[src/rtl/rpsc_interlock_card.sv]
// RPSC card interlock: synchronised/filtered alarm latch plus ground-hold / supply-ramp sequencer.
// Optional first-fault capture is built when RPSC_FIRST_FAULT_EN is defined.
module rpsc_interlock_card #(
   parameter int N_ALARM     = 8,
   parameter int FILT_LEN    = 4,
   parameter int HOLD_CYCLES = 128
) (
   input  logic               clk,
   input  logic               reset,
   input  logic [N_ALARM-1:0] alarm_i,
   input  logic [N_ALARM-1:0] alarm_mask_i,
   input  logic               ack_i,
   input  logic               ps_ready_i,
   input  logic               ps_act_i,
   input  logic               u_low_i,
   output logic [N_ALARM-1:0] alarm_latched_o,
   output logic               not_alarm_o,
   output logic               ground_hold_ok_o,
   output logic               on_perm_n_o,
   output logic               ps_on_n_o,
   output logic               ps_ok_n_o,
   output logic               u_low_n_o,
   output logic [2:0]         state_o,
   output logic [4:0]         first_fault_o,
   output logic               first_fault_vld_o
);

   localparam int NS = N_ALARM + 3;
   localparam int NF = N_ALARM + 1;
   localparam int FW = $clog2(FILT_LEN + 1);
   localparam int CW = $clog2(HOLD_CYCLES + 1);
   localparam logic [FW-1:0] FILT_LAST = FW'(FILT_LEN - 1);
   localparam logic [CW-1:0] HOLD_LAST = CW'(HOLD_CYCLES - 1);
   localparam logic [CW-1:0] HOLD_SAT  = CW'(HOLD_CYCLES);
   localparam logic [NF-1:0] FILT_RST  = {1'b0, {N_ALARM{1'b1}}};

   typedef enum logic [2:0] {
      ST_FAULT = 3'd0,
      ST_IDLE  = 3'd1,
      ST_ARMED = 3'd2,
      ST_RAMP  = 3'd3,
      ST_RUN   = 3'd4
   } state_t;

   logic [NS-1:0]          sync1_d, sync1_q, sync2_d, sync2_q;
   logic [NF-1:0]          filt_d, filt_q;
   logic [NF-1:0][FW-1:0]  filt_cnt_d, filt_cnt_q;
   logic [N_ALARM-1:0]     latched_d, latched_q;
   logic                   not_alarm_d, not_alarm_q;
   state_t                 state_d, state_q;
   logic [CW-1:0]          hold_cnt_d, hold_cnt_q;
   logic                   ghok_d, ghok_q;
   logic                   on_perm_n_d, on_perm_n_q;
   logic                   ps_ok_n_d, ps_ok_n_q;
   logic                   u_low_n_d, u_low_n_q;

   logic [N_ALARM-1:0]     alarm_filt;
   logic                   ps_act_filt, ps_ready_sync, u_low_sync;

   // Sync bit layout: [N-1:0] alarms, [N] ps_act, [N+1] ps_ready, [N+2] u_low
   always_comb begin
      sync1_d = {u_low_i, ps_ready_i, ps_act_i, alarm_i};
      sync2_d = sync1_q;
   end

   assign alarm_filt    = filt_q[N_ALARM-1:0];
   assign ps_act_filt   = filt_q[N_ALARM];
   assign ps_ready_sync = sync2_q[N_ALARM+1];
   assign u_low_sync    = sync2_q[N_ALARM+2];

   always_comb begin
      filt_d     = filt_q;
      filt_cnt_d = '0;
      for (int i = 0; i < NF; i++) begin
         if (sync2_q[i] != filt_q[i]) begin
            if (filt_cnt_q[i] == FILT_LAST) begin
               filt_d[i] = ~filt_q[i];
            end else begin
               filt_cnt_d[i] = filt_cnt_q[i] + 1'b1;
            end
         end
      end
   end

   // Set term is OR-ed last so a live fault wins over a simultaneous ack
   always_comb begin
      latched_d   = (latched_q & ~({N_ALARM{ack_i}} & ~alarm_filt)) | (alarm_filt & ~alarm_mask_i);
      not_alarm_d = ~|latched_q;
   end

   always_ff @(posedge clk or negedge reset) begin
      if (!reset) begin
         sync1_q     <= '0;
         sync2_q     <= '0;
         filt_q      <= FILT_RST;
         filt_cnt_q  <= '0;
         latched_q   <= '1;
         not_alarm_q <= 1'b0;
      end else begin
         sync1_q     <= sync1_d;
         sync2_q     <= sync2_d;
         filt_q      <= filt_d;
         filt_cnt_q  <= filt_cnt_d;
         latched_q   <= latched_d;
         not_alarm_q <= not_alarm_d;
      end
   end

   always_ff @(posedge clk or negedge reset) begin
      if (!reset) begin
         state_q     <= ST_FAULT;
         hold_cnt_q  <= '0;
         ghok_q      <= 1'b0;
         on_perm_n_q <= 1'b1;
         ps_ok_n_q   <= 1'b1;
         u_low_n_q   <= 1'b1;
      end else begin
         state_q     <= state_d;
         hold_cnt_q  <= hold_cnt_d;
         ghok_q      <= ghok_d;
         on_perm_n_q <= on_perm_n_d;
         ps_ok_n_q   <= ps_ok_n_d;
         u_low_n_q   <= u_low_n_d;
      end
   end

   // Hold counter only advances while staying in RAMP; every other path leaves it at zero
   always_comb begin
      state_d    = state_q;
      hold_cnt_d = '0;
      if (|latched_q) begin
         state_d = ST_FAULT;
      end else begin
         case (state_q)
            ST_FAULT: state_d = ST_IDLE;
            ST_IDLE:  if (ps_ready_sync) state_d = ST_ARMED;
            ST_ARMED: begin
               if (!ps_ready_sync)   state_d = ST_IDLE;
               else if (ps_act_filt) state_d = ST_RAMP;
            end
            ST_RAMP: begin
               if (!ps_ready_sync)              state_d = ST_IDLE;
               else if (!ps_act_filt)           state_d = ST_ARMED;
               else if (hold_cnt_q == HOLD_LAST) state_d = ST_RUN;
               else hold_cnt_d = (hold_cnt_q == HOLD_SAT) ? hold_cnt_q : hold_cnt_q + 1'b1;
            end
            ST_RUN: begin
               if (!ps_ready_sync)     state_d = ST_IDLE;
               else if (!ps_act_filt)  state_d = ST_ARMED;
            end
            default: state_d = ST_FAULT;
         endcase
      end
   end

   // Decoded from the next state and registered, so outputs change with state_o and never glitch
   always_comb begin
      ghok_d      = (state_d == ST_ARMED) || (state_d == ST_RAMP) || (state_d == ST_RUN);
      on_perm_n_d = ~ghok_d;
      ps_ok_n_d   = (state_d != ST_RUN);
      u_low_n_d   = ~((state_d == ST_RUN) && u_low_sync);
   end

   assign alarm_latched_o  = latched_q;
   assign not_alarm_o      = not_alarm_q;
   assign ground_hold_ok_o = ghok_q;
   assign on_perm_n_o      = on_perm_n_q;
   assign ps_on_n_o        = ~ps_act_filt;
   assign ps_ok_n_o        = ps_ok_n_q;
   assign u_low_n_o        = u_low_n_q;
   assign state_o          = state_q;

`ifdef RPSC_FIRST_FAULT_EN
   logic [4:0] first_fault_d, first_fault_q;
   logic       ff_vld_d, ff_vld_q;

   function automatic logic [4:0] lowest_set(input logic [N_ALARM-1:0] v);
      lowest_set = '0;
      for (int i = N_ALARM - 1; i >= 0; i--) begin
         if (v[i]) lowest_set = 5'(i);
      end
   endfunction

   // Capture only on a 0 -> non-zero transition, so the power-up all-ones latch never qualifies
   always_comb begin
      first_fault_d = first_fault_q;
      ff_vld_d      = ff_vld_q;
      if (latched_d == '0) begin
         first_fault_d = '0;
         ff_vld_d      = 1'b0;
      end else if (latched_q == '0) begin
         first_fault_d = lowest_set(latched_d);
         ff_vld_d      = 1'b1;
      end
   end

   always_ff @(posedge clk or negedge reset) begin
      if (!reset) begin
         first_fault_q <= '0;
         ff_vld_q      <= 1'b0;
      end else begin
         first_fault_q <= first_fault_d;
         ff_vld_q      <= ff_vld_d;
      end
   end

   assign first_fault_o     = first_fault_q;
   assign first_fault_vld_o = ff_vld_q;
`else
   assign first_fault_o     = 5'd0;
   assign first_fault_vld_o = 1'b0;
`endif

endmodule

[config.mk]
export PLATFORM = sky130hd
export DESIGN_NAME = rpsc_interlock_card
export DESIGN_NICKNAME = d
export VERILOG_FILES = /design/src/rtl/rpsc_interlock_card.sv
export SDC_FILE = /design/constraint.sdc
export NUM_CORES = 1
export LEC_CHECK = 0
export ABC_AREA = 1
export CORE_MARGIN = 8
export CORE_UTILIZATION = 30
export CTS_BUF_LIST = sky130_fd_sc_hd__clkbuf_4 sky130_fd_sc_hd__clkbuf_8
export DETAILED_ROUTE_END_ITERATION = 10
export PLACE_DENSITY = 0.51
export SETUP_SLACK_MARGIN = 0.1
export SLEW_MARGIN = 20
export SYNTH_ARGS = -nofsm -noshare
export SYNTH_HDL_FRONTEND = slang
export SYNTH_SLANG_ARGS = --single-unit
[constraint.sdc]
create_clock -name clk -period 1.6 [get_ports clk]
set_clock_uncertainty 0.15 [all_clocks]
set_input_delay 0.24 -clock clk [delete_from_list [all_inputs] [get_ports clk]]
set_output_delay 0.24 -clock clk [all_outputs]
set_load 0.005 [all_outputs]
## Word-level counts from Yosys, hierarchy flattened

Cells that the tools add are included.

- Add/subtract/negate cells: 10
- Equality and inequality tests: 29
- Multiplexer cells: 34
- Bitwise logic cells: 18
- Reduce and logical (&&, ||, !) cells: 15

Operators with widths:

| kind | number |
|---|---|
| 2-to-1 mux 3 bit | 27 |
| 2-to-1 mux 8 bit | 6 |
| == test 3 x 2 -> 1 bit (second input constant) | 13 |
| adder 3 x 1 -> 3 bit (second input constant) | 9 |
| bitwise AND 8 bit | 3 |
| inverter 8 bit | 3 |
| AND reduction 2 bit | 9 |
| one-hot mux 3 bit (5 select lines) | 1 |
| inverter 1 bit | 11 |
| inequality test 1 bit | 9 |
| adder 8 x 1 -> 8 bit (second input constant) | 1 |
| == test 8 x 7 -> 1 bit (second input constant) | 1 |
| == test 8 bit (second input constant) | 1 |
| OR 8 bit | 1 |
| OR reduction 8 bit | 1 |
| == test 3 bit (second input constant) | 2 |
| inequality test 6 bit (second input constant) | 1 |
| == test 3 x 1 -> 1 bit (second input constant) | 1 |
| zero test 3 bit | 1 |
| inequality test 3 bit (second input constant) | 1 |
| logical OR 1 bit | 2 |
| logical AND 1 bit | 1 |
| zero test 1 bit | 1 |

- Register bits: 82
- Input port bits: 22
- Output and inout port bits: 23
- Logic and storage cells: 134

## Depth between registers and ports, before layout

- Depth in word-level cells: 10
- Mapped depth: 10
- Depth with buffers taken out: 10

## Worst setup path before layout

Ideal clock, no wire load.

- Kind: register to register
- Start: register hold_cnt_q[0]
- End: register ghok_q, in the netlist ground_hold_ok_o
- Library setup time: 129 ps
- Arrival: 1,235 ps
- Data required time: 1,321 ps
- Slack: 86 ps
- Cell stages (with the launch flop): 11
- Path buffers: 0
- Clock period less this slack: 1,514 ps
- Path through: dfrtp_1 ha_1 nand2_1 nor2_1 nand3_1 nand2_1 nand2_1 nand2_1 nand2_1 nand2_2 o21ai_2

- Cells in the longest elaborated chain, start to end: 9
- Elaborated cells between the ends (all ways): 11
- Those cells by class: eq/ne: 4; mux: 5; reduce/logical: 2

RTL lines:

| element | line | RTL |
|---|---|---|
| start, declared | 51 | `logic [CW-1:0] hold_cnt_d, hold_cnt_q;` |
| start signal, assigned | 119 | `hold_cnt_q <= hold_cnt_d;` |
| == test 8 x 7 -> 1 bit (*) | 144 | `else if (hold_cnt_q == HOLD_LAST) state_d = ST_RUN;` |
| 2-to-1 mux 3 bit (*) | 144 |  |
| 2-to-1 mux 3 bit (*) | 143 | `else if (!ps_act_filt) state_d = ST_ARMED;` |
| 2-to-1 mux 3 bit (*) | 142 | `if (!ps_ready_sync) state_d = ST_IDLE;` |
| one-hot mux 3 bit (5 select lines) (*) | 134 | `case (state_q)` |
| 2-to-1 mux 3 bit (*) | 131 | `if (\|latched_q) begin` |
| == test 3 x 2 -> 1 bit | 158 | `ghok_d = (state_d == ST_ARMED) \|\| (state_d == ST_RAMP) \|\| (state_d == ST_RUN);` |
| logical OR 1 bit | 158 |  |
| logical OR 1 bit (*) | 158 |  |
| net ghok_d | 52 | `logic ghok_d, ghok_q;` |
| end signal, assigned | 120 | `ghok_q <= ghok_d;` |
| end, declared | 52 |  |

The timed path passes the listed nets; every way through them passes the cells marked *.
A chain may end at the register's enable or synchronous reset.

## Worst setup path in the final report

- Start: register state_q[1], in the netlist state_o[1]
- End: output port state_o[1]

RTL lines:

| element | line | RTL |
|---|---|---|
| start, declared | 50 | `state_t state_d, state_q;` |
| start signal, assigned | 118 | `state_q <= state_d;` |
| end, declared | 23 | `output logic [2:0] state_o,` |

No word-level cell between the ends.

==> out/metrics.cfg <==
[status]
status=complete, no violations

[sta]
max_freq_mhz=656
finalCritPeriodShare_pct=95.3
report.final.slew_viol_count=0
whs_ps=113
setup_viol=0
fin_crit_ps=1520
hold_viol=0
rsz0062_at_grt=true
setup-tns-final_ps=0

[clocking]
cts_buffer_depth=2
cts_num_sinks=82
clkLatencyLatePin_ps=340
cts_htree_levels=3
path_clk_slew_ps=80
cts_tree=done
cts-root-buf=clkbuf_8
cts_buffers=9

[synthesis]
synth_edf_count=0
synth_area_mm2=0.00327
ys_top_cells_by_count=dfrtp_1 (63), inv_1 (36), nor2_1 (34), nand2_1 (33)
yosys.area.top_type=dfrtp_1
synthCells=297
postSynthAreaPerCell_um2=11.0
yosysWarnings=0
synth_cell_types=30
synthArstFlopShare_pct=100
synthMostInstantiatedCell=dfrtp_1
yosysTopAreaCellShare_pct=48.3
ys_seq_elements=82
ys.flop_type=dfrtp_1
synth.area.top_cells=dfrtp_1 (48%), dfstp_2 (15%), ha_1 (4.2%), inv_1 (4.1%), nor2_1 (3.9%)
seq_area_frac_synth_pct=63.6

[placed_design]
dp_hpwl_um=4150
gp_congestion=0.755
portBuffers=38

[global_routing]
met3_usage_pct=3.12
grtUsageTotal_pct=8.81
grt-ovfl-total=0
antenna_found_initial=0
grt_pass1_wl_um=10300
use_met1_pct=10.5
grt_busiest_layer=met2
grt_pass1_vias=2293
met2_usage_pct=13.7
grt_max_degree=75

[setup_path]
r2r_cells=4
critPathMaxStageDelay_ps=400
startpoint_type=register
critical_path_required_ps=1210
r2r-end=hold_cnt_q[2]$_DFFE_PN0P_
critical_path_class=reg2out
critPathMaxFanout=2
cp_data_arrival_time_ps=1130
r2r_setup_slack_ps=90
worstSetupEndpointType=output port
reg2reg_from=hold_cnt_q[3]$_DFFE_PN0P_
cpMaxStageDelayCell=dfrtp_1
path_cells=buf_4, dlygate4sd2_1

[route]
wl_um=5950
drtPass1Iterations=4
ant_nets=0
via_count=2192
drc_errors=0
wl_per_cell_um=11.6
drtIter0Drc=71
viasPerCell=4.29

[run]
cap_violations=0

[power]
total_power_w=0.00560
p_leak_nw=1.89
peakVddDrop_mv=0.540
powerDensity_mw_per_mm2=1320

[die]
die_w_um=120
core_mm2=0.0107
pin_count=45
die_y_um=120
start_util_pct=30.4
rows=38
die_area_mm2=0.0145

[cells_and_area]
syn2layout_area_growth_pct=29.5
drive_gt1_share_pct=29.6
nNetsFinal=399
nFillCells=1071
diodes=0

[hold_path]
hold_path_class=in2async

## layer usage
metal	vias to the layer above	wire (µm)
li1	1088	-
met1	1060	2740
met2	34	2810
met3	10	277
met4	0	118
met5	-	0
## kinds of logic (layout without fill, tap and decap cells)
logic type      Yosys count  after routing  synth area share, %
other cells               1              6                0.115
compound gates           43             43                 7.39
xor+xnor                 10             10                 2.68
simple gates            107            107                 16.4
buf+inv                  43            112                 5.63
flops                    82             82                 63.6
fa+ha+maj                11             11                 4.21
## worst max-delay path, delay by kind of cell, from the launching register on
family | cells | cell delay, ps
buffers and inverters | 2 | 400
DFF | 1 | 400
## per-stage QoR
stage / worst slack [ps] / util (%) / instances / area (µm²)
3_5_place_dp: 71.5 / 35.9 / 480 / 3850
3_3_place_gp: 86.7 / 35.9 / 480 / 3850
4_1_cts: 91.7 / 38.4 / 506 / 4130
5_1_grt: 10.3 / 39.4 / 511 / 4230
2_1_floorplan: 119 / - / 302 / 3290
6_report: 75.4 / 39.4 / 511 / 4230
## worst max path at each step
stage	from	end	slack, ps	depth (start not counted)
6_report	state_o[1]$_DFF_PN0_	state_o[1]	80	2
5_1_grt	hold_cnt_q[1]$_DFFE_PN0P_	ground_hold_ok_o$_DFF_PN0_	10	10
4_1_cts	alarm_latched_o[5]$_DFF_PN1_	ps_ok_n_o$_DFF_PN1_	90	7
3_5_place_dp	hold_cnt_q[1]$_DFFE_PN0P_	state_o[0]$_DFF_PN0_	70	8
3_3_place_gp	alarm_latched_o[3]$_DFF_PN1_	ps_ok_n_o$_DFF_PN1_	90	7
2_1_floorplan	hold_cnt_q[0]$_DFFE_PN0P_	ground_hold_ok_o$_DFF_PN0_	120	10
## cells in the final DEF, fill, tap and decap left out, types with 3 or more instances in the layout
cell | netlist | final
dfstp_2 | 19 | 19
xnor2_1 | 9 | 9
clkbuf_2 | 0 | 3
nand3_1 | 6 | 3
nor2_1 | 34 | 27
nand2_2 | 2 | 9
nor3_1 | 10 | 10
nand2_1 | 33 | 25
dlygate4sd2_1 | 0 | 5
a21oi_1 | 14 | 14
inv_1 | 36 | 34
dfrtp_1 | 63 | 62
clkbuf_8 | 0 | 10
clkinvlp_4 | 0 | 3
clkdlybuf4s50_1 | 0 | 20
conb_1 | 1 | 6
buf_4 | 6 | 18
ha_1 | 11 | 9
nand3_2 | 3 | 4
nor3b_1 | 10 | 10
nor2_4 | 3 | 8
buf_2 | 0 | 9
nor2_2 | 3 | 5
o21ai_0 | 19 | 18
## timing repair
| action | in CTS | in global routing |
|---|---|---|
| setup buffers | 9 | 5 |
| hold buffers | 1 | 0 |
| pin swaps | 8 | 19 |
| resized for setup | 54 | 31 |
| endpoints found under the hold margin | 64 | 0 |
| setup endpoints to repair | 23 | 19 |
## state kept, by name, summed over array words and instances (netlist names)
name              count
u_low_n_o             1
not_alarm_o           1
hold_cnt_q            8
ground_hold_ok_o      1
sync2_q              11
filt_q                9
ps_ok_n_o             1
filt_cnt_q           27
on_perm_n_o           1
state_o               3
alarm_latched_o       8
sync1_q              11
## report_power, final
part / switching [W] / leakage (nW) / total [W] / internal, W
registers: 0.000283 / 1.01 / 0.00293 / 0.00265
logic: 0.000603 / 0.793 / 0.00116 / 0.000556
clock network: 0.000722 / 0.0956 / 0.00151 / 0.000786
## cell type report
cell class / count / area [µm²] / area share [%]
clock buffer: 11 / 145 / 3.43
clock inverter: 5 / 61.3 / 1.45
inverter: 37 / 141 / 3.34
multi-input combinational: 177 / 1140 / 26.9
sequential: 82 / 2080 / 49.1
tap: 140 / 175 / 4.14
timing repair buffer: 59 / 492 / 11.6
Power figures use the tool's default switching activity.
